==> src/rtl/rx_deinterleaver_ctrl_wifi.sv <==
// Symbol sequencer for the WIFI RX deinterleaver.
// Gates the serial demapper bit stream into the deinterleaver one OFDM symbol
// (N_CBPS coded bits) at a time. It stalls upstream while a symbol drains and
// counts symbols up to a frame length latched at start. It also flags frame
// completion, dropped bits (overrun) and a deinterleaver that never finishes
// draining (timeout_err).
module rx_deinterleaver_ctrl_wifi #(
  parameter int N_CBPS        = 96,
  parameter int SYM_W         = 10,
  parameter int DRAIN_TIMEOUT = 1024
) (
  input  logic             clk,
  input  logic             reset,
  input  logic             start,
  input  logic             abort,
  input  logic [SYM_W-1:0] num_symbols,
  input  logic             bit_valid_in,
  input  logic             bit_in,
  output logic             bit_ready,
  output logic             dil_enable,
  output logic             dil_valid_in,
  output logic             dil_data_in,
  input  logic             dil_finished,
  output logic             busy,
  output logic [SYM_W-1:0] sym_count,
  output logic             frame_done,
  output logic             overrun,
  output logic             timeout_err
);

  localparam int CNT_W  = (N_CBPS > 1) ? $clog2(N_CBPS) : 1;
  localparam int WAIT_W = (DRAIN_TIMEOUT > 1) ? $clog2(DRAIN_TIMEOUT) : 1;
  localparam logic [CNT_W-1:0]  LAST_BIT  = CNT_W'(N_CBPS - 1);
  localparam logic [WAIT_W-1:0] LAST_WAIT = WAIT_W'(DRAIN_TIMEOUT - 1);

  typedef enum logic [1:0] {
    IDLE  = 2'd0,
    LOAD  = 2'd1,
    DRAIN = 2'd2,
    DONE  = 2'd3
  } state_t;

  state_t            state;
  logic [CNT_W-1:0]  bit_cnt;
  logic [WAIT_W-1:0] wait_cnt;
  logic [SYM_W-1:0]  num_lat;
  logic [SYM_W-1:0]  sym_next;
  logic              accept;

  // A bit is taken only when we advertise ready; everything else is dropped.
  assign accept   = bit_valid_in & bit_ready;
  assign sym_next = sym_count + 1'b1;

  // Sequencer FSM; every output is a register that is written alongside the
  // state transition that implies it.
  always_ff @(posedge clk) begin
    if (reset) begin
      state        <= IDLE;
      bit_cnt      <= '0;
      wait_cnt     <= '0;
      num_lat      <= '0;
      sym_count    <= '0;
      bit_ready    <= 1'b0;
      dil_enable   <= 1'b0;
      dil_valid_in <= 1'b0;
      dil_data_in  <= 1'b0;
      busy         <= 1'b0;
      frame_done   <= 1'b0;
      overrun      <= 1'b0;
      timeout_err  <= 1'b0;
    end else if (abort) begin
      // Abort drops back to IDLE but keeps sym_count and sticky flags for inspection.
      state        <= IDLE;
      bit_cnt      <= '0;
      wait_cnt     <= '0;
      bit_ready    <= 1'b0;
      dil_enable   <= 1'b0;
      dil_valid_in <= 1'b0;
      busy         <= 1'b0;
      frame_done   <= 1'b0;
    end else begin
      dil_valid_in <= 1'b0;
      frame_done   <= 1'b0;
      case (state)
        IDLE: begin
          if (start) begin
            num_lat     <= num_symbols;
            sym_count   <= '0;
            overrun     <= 1'b0;
            timeout_err <= 1'b0;
            bit_cnt     <= '0;
            busy        <= 1'b1;
            if (num_symbols == '0) begin
              // Empty frame completes immediately without touching the deinterleaver.
              state      <= DONE;
              frame_done <= 1'b1;
            end else begin
              state      <= LOAD;
              bit_ready  <= 1'b1;
              dil_enable <= 1'b1;
            end
          end
        end
        LOAD: begin
          if (accept) begin
            dil_valid_in <= 1'b1;
            dil_data_in  <= bit_in;
            if (bit_cnt == LAST_BIT) begin
              bit_cnt   <= '0;
              wait_cnt  <= '0;
              state     <= DRAIN;
              bit_ready <= 1'b0;
            end else begin
              bit_cnt <= bit_cnt + 1'b1;
            end
          end
        end
        DRAIN: begin
          if (bit_valid_in) begin
            overrun <= 1'b1;
          end
          // A finish arriving on the last allowed cycle still counts as success.
          if (dil_finished) begin
            sym_count <= sym_next;
            wait_cnt  <= '0;
            if (sym_next == num_lat) begin
              state      <= DONE;
              dil_enable <= 1'b0;
              frame_done <= 1'b1;
            end else begin
              state     <= LOAD;
              bit_ready <= 1'b1;
            end
          end else if (wait_cnt == LAST_WAIT) begin
            timeout_err <= 1'b1;
            state       <= IDLE;
            dil_enable  <= 1'b0;
            busy        <= 1'b0;
            wait_cnt    <= '0;
          end else begin
            wait_cnt <= wait_cnt + 1'b1;
          end
        end
        DONE: begin
          if (bit_valid_in) begin
            overrun <= 1'b1;
          end
          state <= IDLE;
          busy  <= 1'b0;
        end
        default: begin
          state <= IDLE;
        end
      endcase
    end
  end

endmodule
==> config.mk <==
export PLATFORM = sky130hd
export DESIGN_NAME = rx_deinterleaver_ctrl_wifi
export DESIGN_NICKNAME = d
export VERILOG_FILES = /design/src/rtl/rx_deinterleaver_ctrl_wifi.sv
export SDC_FILE = /design/constraint.sdc
export NUM_CORES = 1
export LEC_CHECK = 0
export CORE_MARGIN = 2
export CORE_UTILIZATION = 51
export CTS_BUF_LIST = sky130_fd_sc_hd__clkbuf_8
export CTS_CLUSTER_SIZE = 14
export DETAILED_ROUTE_END_ITERATION = 16
export GPL_ROUTABILITY_DRIVEN = 0
export PLACE_DENSITY = 0.87
export SKIP_LAST_GASP = 1
export SLEW_MARGIN = 20
export SYNTH_ARGS = -nofsm -noshare
export SYNTH_HDL_FRONTEND = slang
export SYNTH_SLANG_ARGS = --single-unit
==> constraint.sdc <==
create_clock -name clk -period 2.21 [get_ports clk]
set_input_delay 0.442 -clock clk [delete_from_list [all_inputs] [get_ports clk]]
set_output_delay 0.442 -clock clk [all_outputs]
set_load 0.05 [all_outputs]
== Word-level counts from Yosys, hierarchy flattened ==
Index checks and enable logic that the tools add are counted.
W data, S select, Z words.
Operators by class
  add/subtract/negate cells: 3
  equality and inequality tests: 17
  mux-type cells: 46
  bitwise gates (word level): 3
  reduce and logical (&&, ||, !) cells: 22
Operators by type and width (number)
  $mux W10: 6
  $pmux W10 S2: 2
  $mux W7: 3
  $add A10 B1 Y10 const B: 2
  $mux W1: 20
  $ne A2 B2 Y1 const B: 8
  $reduce_and A4 Y1: 4
  $mux W2: 7
  $pmux W7 S2: 1
  $reduce_and A3 Y1: 4
  $eq A10 B10 Y1: 1
  $eq A10 B10 Y1 const B: 1
  $logic_not A10 Y1: 1
  $reduce_and A5 Y1: 2
  $pmux W1 S2: 4
  $pmux W2 S4: 1
  $reduce_bool A2 Y1: 4
  $add A7 B1 Y7 const B: 1
  $eq A7 B7 Y1 const B: 1
  $reduce_and A7 Y1: 1
  $ne A3 B3 Y1 const B: 2
  $pmux W1 S3: 2
  $reduce_bool A3 Y1: 2
  $eq A2 B2 Y1 const B: 2
  other kinds (7): 9
Storage, ports and cells
  register bits after elaboration: 47
  bits of input ports: 17
  output and inout port bits: 18

== Depth between registers and ports, before layout ==
Gate-level depths: netlist of run 1.
  depth in word-level cells: 5
  gate-level depth with buffers: 9
  mapped depth without buffers: 8

== Worst setup path before layout of run 1 ==
OpenSTA, ideal clock, no wires.
  kind: register to register
  from: reg sym_count[0]
  to: reg state[1]
  library setup time: 88 ps
  data arrival time: 2569 ps
  required time: 2122 ps
  slack: -447 ps
  cell stages (with the launch flop): 9
  buffers on the path: 1
  period minus slack after synthesis: 2657 ps
  cell sequence: dfxtp_1 ha_1 clkbuf_1 nand3_1 xnor2_1 nor4_2 nand4_1 or3_4 a311oi_2
Between the ends
  word-level cells in the longest chain between the ends: 5
RTL lines
  start: declaration: RTL line 25  | output logic [SYM_W-1:0] sym_count,
  start signal: assignment: RTL line 124  | sym_count <= sym_next;
  $add A10 B1 Y10: RTL line 52  | assign sym_next = sym_count + 1'b1;
  $eq A10 B10 Y1: RTL line 126  | if (sym_next == num_lat) begin
  $mux W2: RTL line 126
  $mux W2: RTL line 123  | if (dil_finished) begin
  $pmux W2 S4: RTL line 84  | case (state)
  end signal: assignment: RTL line 127  | state <= DONE;
  end signal: assignment: RTL line 131  | state <= LOAD;
  end signal: assignment: RTL line 136  | state <= IDLE;
  end: declaration: RTL line 43  | state_t state;
No other way between the ends.
A chain may end at the register's enable or synchronous reset.

== Worst setup path after layout of run 1 ==
  from: reg sym_count[2]
  to: out sym_count[2]
No word-level cell between the ends.

==> results of run 1 <==
==> flip-flops by register name (all words and copies together) (netlist names) <==
register / flops
frame_done: 1
busy: 1
wait_cnt: 10
num_lat: 10
timeout_err: 1
dil_data_in: 1
bit_cnt: 7
dil_valid_in: 1
dil_enable: 1
sym_count: 10
state: 2
overrun: 1
bit_ready: 1
==> layout make-up <==
class,instances,area (sq um)
fill,394,1530
tap,67,83.8
multi-input combinational,242,1550
inverter,7,26.3
timing repair buffer,57,513
sequential,47,952
clock inverter,1,3.75
clock buffer,7,96.3
==> cell families after synthesis <==
logic type	after synthesis	synth area share [%]
flops	47	37.2
buf+inv	19	3.36
mux	13	5.14
fa+ha+maj	7	3.46
compound gates	49	12.2
xor+xnor	27	9.34
simple gates	146	29.3
==> metal layers <==
metal	vias up	share of wire (%)	GRT usage [%]
li1	1184	-	-
met1	1130	44	29.0
met2	76	50	41.1
met3	11	4.4	5.01
met4	0	1.8	7.14
met5	-	0	0
==> worst max-delay path, stage by stage (launching register included) <==
cell,delay (ns)
dfxtp_2,0.43
buf_4,0.18
clkdlybuf4s50_1,0.80
==> cells in the mapped netlist (all sizes together) (4+ instances only) <==
library cell	number	area, sq um
clkbuf	9	43.8
a21oi	20	104
nor4	6	50.0
nand3	11	60.1
inv	7	26.3
xnor2	13	114
nor2	45	169
o21ai	15	75.1
or3	4	30.0
dfxtp	47	941
nand4	8	50.1
and3	6	38.8
nor3	9	45.0
ha	7	87.6
nand2	34	128
xor2	14	123
nand2b	5	31.3
mux2i	13	130
==> metrics by stage <==
step	power, uW	cell area [sq um]
after floorplan	1070	2540
after detailed placement	1190	3080
after CTS	1730	3180
after global routing	1810	3220
after global placement	1180	3080
final	1740	3220
==> power by group through the flow <==
stage	combinational [uW]	clock [uW]	sequential (uW)
2_1_floorplan	155	0	911
3_3_place_gp	279	0	897
3_5_place_dp	290	0	898
4_1_cts	293	559	878
5_1_grt	327	601	881
6_report	303	558	879
==> final timing paths <==
check                           cells after the start  slack (ns)                  endpoint                      start
worst max-delay path                                2        0.07              sym_count[2]  sym_count[2]$_SDFFE_PP0P_
worst min-delay path                                2        0.48  timeout_err$_SDFFE_PP0P_   timeout_err$_SDFFE_PP0P_
worst max register to register                      7        0.10     state[1]$_SDFFE_PP0P_  sym_count[0]$_SDFFE_PP0P_
worst min register to register                      2        0.48  timeout_err$_SDFFE_PP0P_   timeout_err$_SDFFE_PP0P_
==> repair_timing <==
item / CTS / global route
gates resized for setup: 1 / 9
setup buffers: 0 / 0
endpoints found under the setup margin: 1 / 9
pin swaps: 1 / 2
hold endpoints to repair: 0 / 0
==> results.json, run 1 <==
{
  "clk_pin_slew_ns": 0.09,
  "drt_wl_total_mm": 6.26,
  "worstSetupStartpointType": "flop",
  "max_freq_mhz": 467,
  "via_per_inst": 5.61,
  "hold_violations": 0,
  "grt_max_degree": 22,
  "worst_slack_ns": 0.0672,
  "p_sw_share_pct": 26.3,
  "powerDensity_nw_per_um2": 540,
  "arrival_ns": 1.70,
  "min_period_ns": 2.14,
  "maxSlewViolCount": 0,
  "synthesis.nets": 332,
  "crit_fanout": 6,
  "layout_commonest_cell": "nor2_1",
  "slew_headroom_pct": 65.2,
  "start_util_pct": 53.2,
  "drtIter0Drc": 208,
  "dieArea_sq_um": 5540,
  "p_clk_share_pct": 32.1,
  "async_reset_ff_share_pct": 0,
  "switchingPower_uw": 457,
  "drtPass1Iterations": 4,
  "dp.cells": 420,
  "finalCritPeriodShare_pct": 97.0,
  "dpl.hpwl_mm": 4.59,
  "power.share.sequential_pct": 50.5,
  "cts.path.max_buffers": 2,
  "ant_nets": 0,
  "finalCoreUtilization_pct": 67.7,
  "cts_hold_buf": 0,
  "groute.usage.overall_pct": 23.5,
  "skew_ns": 0.00859,
  "path_class": "reg2out",
  "drive_gt1_share_pct": 14.7,
  "cts-root-buf": "clkbuf_8",
  "nets": 384,
  "grt-ovfl-total": 0,
  "end_kind": "primary output",
  "hp-class": "reg2reg",
  "die_y_um": 74.5,
  "cap_violations": 0,
  "port_buffers": 34,
  "antennaDiodeCount": 0,
  "cts_tree": "built",
  "synth-seq-cells": 47,
  "whs_ns": 0.484,
  "die_x_um": 74.5,
  "required_ns": 1.77,
  "status": "completed",
  "grt_pass1_vias": 2297,
  "cts_inserted_buffers": 5,
  "fp-row-count": 25,
  "drc_errors": 0,
  "via_count": 2401,
  "antenna_found_initial": 0,
  "p_leak_uw": 0.00124,
  "htree_num_levels": 2,
  "combPwrFrac_pct": 17.4,
  "ios": 35,
  "synth_ff_type": "dfxtp_1",
  "yosys_warnings": 0,
  "coreArea_sq_um": 4750,
  "synth_area_sq_um": 2530,
  "synthCells": 308,
  "worst_slew_pin_slew_ns": 0.521,
  "ir_worst_vdd_v": 0.000357,
  "syn_to_final_growth_pct": 27.2,
  "setup_tns_ns": 0,
  "insertion_delay_ns": 0.30,
  "synth-seq-area-share_pct": 37.2,
  "power.internal_uw": 1280,
  "ys_types": 47,
  "mostFrequentLayoutCells": "nor2_1 (45), dfxtp_1 (42), clkdlybuf4s50_1 (34), nand2_1 (33), buf_4 (23)",
  "dpl_worst_slack_ns": -0.0781,
  "finalNonFillerCells": 428,
  "synth_edf_count": 0,
  "wl_per_cell_um": 14.6,
  "grt_pass1_wl_mm": 10.2,
  "clock-sinks": 47,
  "synth_area_per_cell_sq_um": 8.22,
  "final-setup-viol-count": 0
}
(Power assumes the default switching activity.)
==> run 2, diff against run 1 <==
- ABC_CLOCK_PERIOD_IN_PS: not set -> 2210
- GPL_TIMING_DRIVEN: not set -> 1
==> results of run 2 <==
The final DEF is identical to that of run 1; final timing and power are the same.
